File: config.mk
export PLATFORM = sky130hd
export DESIGN_NAME = reg_dest_scoreboard
export DESIGN_NICKNAME = d
export VERILOG_FILES = /design/src/rtl/reg_dest_scoreboard.sv
export SDC_FILE = /design/constraint.sdc
export NUM_CORES = 1
export LEC_CHECK = 0
export ABC_CLOCK_PERIOD_IN_PS = 3250
export CAP_MARGIN = 15
export CORE_AREA = 2 2 95 79
export DETAILED_ROUTE_END_ITERATION = 8
export DIE_AREA = 0 0 97 81
export PLACE_DENSITY = 0.82
export SYNTH_ARGS = -nofsm -noshare
export SYNTH_HDL_FRONTEND = slang
export SYNTH_SLANG_ARGS = --single-unit
File: constraint.sdc
create_clock -name clk -period 3.25 [get_ports clk]
set_input_delay 0.65 -clock clk [delete_from_list [all_inputs] [get_ports clk]]
set_output_delay 0.65 -clock clk [all_outputs]
set_load 0.02 [all_outputs]
File: src/rtl/reg_dest_scoreboard.sv
// In-flight destination scoreboard: one pending bit per architectural register.
// Drives the issue stall for RAW, WAW and capacity hazards, and retires bits at writeback.
module reg_dest_scoreboard #(
  parameter int unsigned MAX_OUTSTANDING = 4,
  parameter bit          WB_BYPASS       = 1'b1,
  localparam int unsigned CntW           = $clog2(MAX_OUTSTANDING + 1)
) (
  input  logic            clk,
  input  logic            rst_n,
  input  logic            issue_valid,
  input  logic            issue_wen,
  input  logic [4:0]      issue_dest,
  input  logic [4:0]      src_a,
  input  logic            src_a_used,
  input  logic [4:0]      src_b,
  input  logic            src_b_used,
  input  logic            wb_valid,
  input  logic [4:0]      wb_dest,
  input  logic            flush,
  output logic            stall,
  output logic            issue_fire,
  output logic [31:0]     pending,
  output logic [CntW-1:0] outstanding,
  output logic            wb_err
);

  logic [31:0]     pending_q, pending_d;
  logic [CntW-1:0] outstanding_q, outstanding_d;
  logic            wb_err_q, wb_err_d;

  logic raw_a, raw_b, waw, full;
  logic dest_wr, set, clear, wb_stray;

  always_comb begin
    dest_wr = issue_wen && (issue_dest != 5'd0);
    // The bypass only lifts RAW: a matching writeback makes the source value available now.
    raw_a = src_a_used && (src_a != 5'd0) && pending_q[src_a] &&
            !(WB_BYPASS && wb_valid && (wb_dest == src_a));
    raw_b = src_b_used && (src_b != 5'd0) && pending_q[src_b] &&
            !(WB_BYPASS && wb_valid && (wb_dest == src_b));
    waw   = dest_wr && pending_q[issue_dest];
    full  = (outstanding_q == CntW'(MAX_OUTSTANDING)) && dest_wr;

    stall      = issue_valid && !flush && (raw_a || raw_b || waw || full);
    issue_fire = issue_valid && !flush && !stall;

    set      = issue_fire && dest_wr;
    clear    = wb_valid && (wb_dest != 5'd0) && pending_q[wb_dest];
    wb_stray = wb_valid && (wb_dest != 5'd0) && !pending_q[wb_dest] && !flush;
  end

  always_comb begin
    pending_d     = pending_q;
    outstanding_d = outstanding_q;
    wb_err_d      = wb_err_q || wb_stray;
    if (flush) begin
      pending_d     = '0;
      outstanding_d = '0;
    end else begin
      // waw guarantees set and clear never hit the same register.
      if (clear) pending_d[wb_dest]  = 1'b0;
      if (set)   pending_d[issue_dest] = 1'b1;
      unique case ({set, clear})
        2'b10:   outstanding_d = outstanding_q + CntW'(1);
        2'b01:   outstanding_d = outstanding_q - CntW'(1);
        default: outstanding_d = outstanding_q;
      endcase
    end
  end

  always_ff @(posedge clk or negedge rst_n) begin
    if (!rst_n) begin
      pending_q     <= '0;
      outstanding_q <= '0;
      wb_err_q      <= 1'b0;
    end else begin
      pending_q     <= pending_d;
      outstanding_q <= outstanding_d;
      wb_err_q      <= wb_err_d;
    end
  end

  assign pending     = pending_q;
  assign outstanding = outstanding_q;
  assign wb_err      = wb_err_q;

endmodule

==> results of run 1 <==
## power by group
part	leakage [uW]	internal, uW	switching, uW
Sequential	0.000497	450	4.03
Clock	0.0000503	189	164
Combinational	0.00136	131	139
## timing repair
action                     in CTS  in global routing
resized for setup              42                 20
buffers inserted                6                  0
pin swaps                      11                  9
setup endpoints to repair      29                 27
cloned                          2                  0
## cell families (layout without fill, tap and decap cells)
kind of cell,Yosys count,count (layout)
AOI/OAI and AO/OA,88,88
muxes,51,51
buffers and inverters,38,153
adders and majority gates,1,1
and+or+nand+nor,106,106
DFF,36,36
xor gates and xnor gates,11,11
## sequential cells by signal, indices dropped and copies added (netlist names)
signal       flops
pending         32
outstanding      3
wb_err           1
## routing by layer
metal / global-route usage, % / up-vias / part of all wire, %
li1: - / 1471 / -
met1: 38.3 / 1687 / 39
met2: 47.8 / 257 / 46
met3: 8.35 / 45 / 12
met4: 11.7 / 0 / 3.3
met5: 0 / - / 0
## worst max-delay path, stage by stage
cell and delay, ns:
clkdlybuf4s50_1 0.65, xor2_1 0.20, nor4_1 0.07, a31oi_1 0.24, o2111ai_2 0.23, buf_4 0.21, a31oi_2 0.19, buf_4 0.18
## stage by stage
| stage | instances | total power (uW) | TNS (ns) | utilization, % |
|---|---|---|---|---|
| after floorplan | 331 | 582 | -0.0190 | - |
| after global placement | 521 | 699 | -11.60 | 60.9 |
| after detailed placement | 521 | 705 | -13.55 | 60.9 |
| after CTS | 536 | 1060 | 0 | 64.0 |
| after global routing | 536 | 1110 | -0.289 | 64.6 |
| final | 536 | 1080 | -0.0168 | 64.6 |
## worst paths after layout
| check | slack [ns] | start | cells after the start | to |
|---|---|---|---|---|
| min in group asynchronous | 0.78 | rst_n | 2 | pending[12] |
| max reg2reg | 0.11 | pending[26] | 11 | outstanding[2] |
| min | 0.48 | wb_err | 2 | wb_err |
| min reg2reg | 0.48 | wb_err | 2 | wb_err |
| max | -0.02 | wb_dest[3] | 8 | stall |
| max in group asynchronous | 2.15 | rst_n | 2 | pending[3] |
## final cells by class
class                           count  area, sq um  share of cell area [%]
Multi-Input combinational cell    257         2180                    47.9
Timing Repair Buffer              137         1220                    26.9
Sequential cell                    36          901                    19.8
Tap cell                           90          113                    2.48
Clock buffer                        7         96.3                    2.12
Inverter                            9         33.8                   0.743
## cells in the final DEF, fill, tap and decap left out, types with 5 or more instances in the layout
| cell | count |
|---|---|
| nand2_1 | 9 |
| a21oi_1 | 7 |
| o21ai_0 | 53 |
| xor2_1 | 8 |
| inv_1 | 9 |
| mux2_2 | 5 |
| or3_1 | 5 |
| mux4_2 | 22 |
| buf_4 | 67 |
| nand2b_1 | 7 |
| nor2_1 | 15 |
| nand3b_1 | 5 |
| dfrtp_1 | 36 |
| or4_1 | 7 |
| nor2b_1 | 31 |
| mux2i_1 | 23 |
| clkbuf_8 | 7 |
| clkdlybuf4s50_1 | 48 |
| dlygate4sd2_1 | 6 |
==> out/metrics.csv, run 1 <==
metric;value;unit
pin count of the biggest net entering global routing;40;
Reg clk slew, reported paths;0.07;ns
measured slew at the worst slew-check pin;0.465;ns
CTS root buffer;clkbuf_8;
CP max FO;4;
Detailed Routing Iterations Pass 1;5;
Slew HR;69.0;%
Post-Syn Instances;331;
post-synthesis mux area share;25.4;%
final antenna-violating net count;0;
share of layout cells above drive strength 1;30.0;%
Syn Nets;360;
top_reg_cell synth;dfrtp_1;
Global Route Usage Sum;29.7;%
nature of the critical path startpoint;primary input;
WL/cell;21.9;microns
Clock Sink Count;36;
largest area contributor in the netlist;dfrtp_1;
# Max-Cap Violations;0;
final worst path period share;101;%
share of the synthesized area in the top cell type;28.7;%
DP Area;0.00429;sq mm
sequential share of the synthesized area;28.7;%
htree depth;2;
Vias;3460;
Die Area;0.00786;sq mm
CP endpoint kind;output port;
Area Growth Syn to Fin;44.8;%
# setup viols final;1;
Num CTS Buffers;5;
XOR/XNOR share of the synthesized area;3.07;%
simple-gate share of the synthesized area;20.2;%
minimum clock period;3.27;ns
fmax;306;MHz
vias in the first global route;3377;
post-synthesis adder-cell area fraction;0.638;%
final hold slack;0.482;ns
CTS Hold Bufs;0;
first-pass GRT wire length;18.0;mm
number of synthesized flops with an enable pin;0;
number of antenna violations at the first check in global routing;0;
Mapped Avg Cell Area;9.48;sq um
worst skew pair latency;0.29;ns
final net count;475;
total core area;0.00704;sq mm
failing checks;setup timing;
Die X;97;microns
CTS tree;yes;
Clock Path Buffers;2;
Worst EP arrival;2.62;ns
Remaining Overflow, GRT;0;
largest family of logic cells by synthesized area;multiplexers;
GP Congestion;1.01;
Synthesis Warnings;0;
DRC;0;
design area;0.00455;sq mm
top post-synthesis cells by area;dfrtp_1, mux4_2, o21ai_0;
type of the worst setup path;primary input to output port;
starting density of the core;44.6;%
Fillers;551;
fraction of registers with async set/reset;100;%
Netlist cell types;50;
post-synthesis cell area;0.00314;sq mm
Final Skew;0.00744;ns
Leak;0.00191;uW
Final Hold Vio Count;0;
Worst EP required;2.60;ns
final max-slew violation count;0;
final WL;11.8;mm
count leader, synth;o21ai_0;
Post-synth top cells;o21ai_0, dfrtp_1, nor2b_1;
status;complete, but fails checks;
DRT iter0 DRCs;411;
post-synthesis register bit count;36;
cell area power density;237;mW/mm^2
RSZ-0062 raised after global routing;true;
final worst setup slack;-0.0168;ns
DP Wirelength;8.37;mm
Die Height;81;microns
DR vias/cell;6.46;
Worst Setup Slack post-DPL;-0.760;ns
Worst IR Drop VDD;0.157;mV
# diodes;0;
Port Buffers;65;
type of the worst min-delay path;register to register;
io pins;66;
Compound-Gate Fraction of Synth Area;16.8;%
Row Count;28;
No activity file was read; power rests on OpenSTA's default activity.
==> run 2: changes to the inputs <==
--- a/config.mk
+++ b/config.mk
@@ -11,6 +11,7 @@
 export DETAILED_ROUTE_END_ITERATION = 8
 export DIE_AREA = 0 0 97 81
 export PLACE_DENSITY = 0.82
+export SKIP_LAST_GASP = 1
 export SYNTH_ARGS = -nofsm -noshare
 export SYNTH_HDL_FRONTEND = slang
 export SYNTH_SLANG_ARGS = --single-unit
==> results of run 2 <==
No change in the layout: final DEF, timing and power equal those of run 1.
==> RTL change, RTL diff (flow settings as in run 1) <==
Reset style: synchronous (`rst_n`), changed in one clocked block.
--- a/src/rtl/reg_dest_scoreboard.sv
+++ b/src/rtl/reg_dest_scoreboard.sv
@@ -68,7 +68,7 @@
     end
   end
 
-  always_ff @(posedge clk or negedge rst_n) begin
+  always_ff @(posedge clk) begin
     if (!rst_n) begin
       pending_q     <= '0;
       outstanding_q <= '0;
Behaviour: differs if rst_n is asserted again (counterexample within 4 cycles, from zero or initial values and one cycle with rst_n low); with rst_n held inactive, the same outputs for 4 cycles.
==> RTL change against run 1 <==
  * Wire length rose by 2.2%
  * Hold slack improved by 0.00097 ns
  * Count of clock-buffer cells in the layout unchanged
  * Cell area decreased by 0.58%
  * Non-clock buffer count rose by 23
  * Sequential share of layout area is 3.9 points lower
  * Synthesized area down 5.7%
  * Sequential cell count unchanged
  * Combinational power is 6% lower
  * Synthesized cell count decreased by 6.3%
  * Worst setup slack gained 0.056 ns
  * Total power is 2.8% lower
  * First-iteration DRC count grew 56%
  * Highest routed layer unchanged
==> RTL change: results (changes against run 1) <==
* Largest net degree at the start of global routing at 17 (was 40)
* Synth cell types at 55 (was 50)
* Fraction of area in multi-input gates at 48.0% (was 47.9%)
* Fillcell total at 566 (was 551)
* Slowest cell delay on critical path at 0.35 ns (was 0.65 ns)
* Dpl cells at 527 (was 521)
* Non-clock inverters at 7 (was 9)
* Post-synth ARST share at 0% (was 100%)
* Wire per inst at 22.2 um (was 21.9 um)
* PnR worst setup slack at 0.0396 ns (was -0.0168 ns)
* Synth Area in XOR/XNOR at 3.55% (was 3.07%)
* Post-Syn Area per Cell at 9.55 sq um (was 9.48 sq um)
* Pre-CTS WS at -0.851 ns (was -0.760 ns)
* Signal buffers at 160 (was 137)
* #MultiIn Comb at 240 (was 257)
* RR Startpoint: pending[5] (was pending[26])
* Reg2reg end: outstanding[2] (unchanged)
* Synthesized Nets at 340 (was 360)
* Fin cells at 540 (was 536)
* Final core occ at 64.2% (was 64.6%)
* Global-route wire length before repair at 18400 um (was 18000 um)
* GR Util met3 at 6.02% (was 8.35%)
* GPL Wtd Cong at 0.972 (was 1.01)
* Drt first pass iters at 6 (was 5)
* HPWL Detailed at 8900 um (was 8370 um)
* WL met3 at 1390 um (was 1370 um)
* Drt initial violations at 641 (was 411)
* Status: completed (was complete, but fails checks)
* Hold Path Depth at 1 (was 2)
* Critical path data arrival time at 2.56 ns (was 2.62 ns)
* Via count at 3550 (was 3460)
* Vias in the first global route at 3420 (was 3377)
* Peak supply drop at 172 uV (was 157 uV)
* M1 WL at 4680 um (was 4560 um)
* Largest cells by area after synthesis: dfxtp_1 (24%), mux4_2 (12%), o211ai_1 (7.9%) (was dfrtp_1 (29%), mux4_2 (15%), o21ai_0 (8.8%))
## RTL change: cell types whose count changed in the layout (fill, tap and decap cells not counted), sizes merged, moves of 25 or more
cell    change
dfxtp      +36
buf        +25
o211ai     +30
nor2b      -25
dfrtp      -36
o21ai      -36
## RTL change: worst max-delay path by stage
| stage | startpoint | endpoint |
|---|---|---|
| 2_1_floorplan | src_a[1] | outstanding[2] |
| 3_3_place_gp | src_b[1] | stall |
| 3_5_place_dp | src_b[1] | issue_fire |
| 4_1_cts | src_a[0] | stall |
| 5_1_grt | wb_dest[3] | outstanding[2] |
| 6_report | src_a[0] | stall |
## RTL change: cells by family after synthesis
logic type      Yosys count
fa+ha+maj                 2
mux                      47
compound gates           93
flops                    36
xor+xnor                 12
buf+inv                  34
simple gates             86
## RTL change: where the power goes
| group | internal [mW] | switching (mW) |
|---|---|---|
| Combinational | 0.122 | 0.131 |
| Sequential | 0.442 | 0.00115 |
| Clock | 0.189 | 0.161 |
| Total | 0.753 | 0.293 |
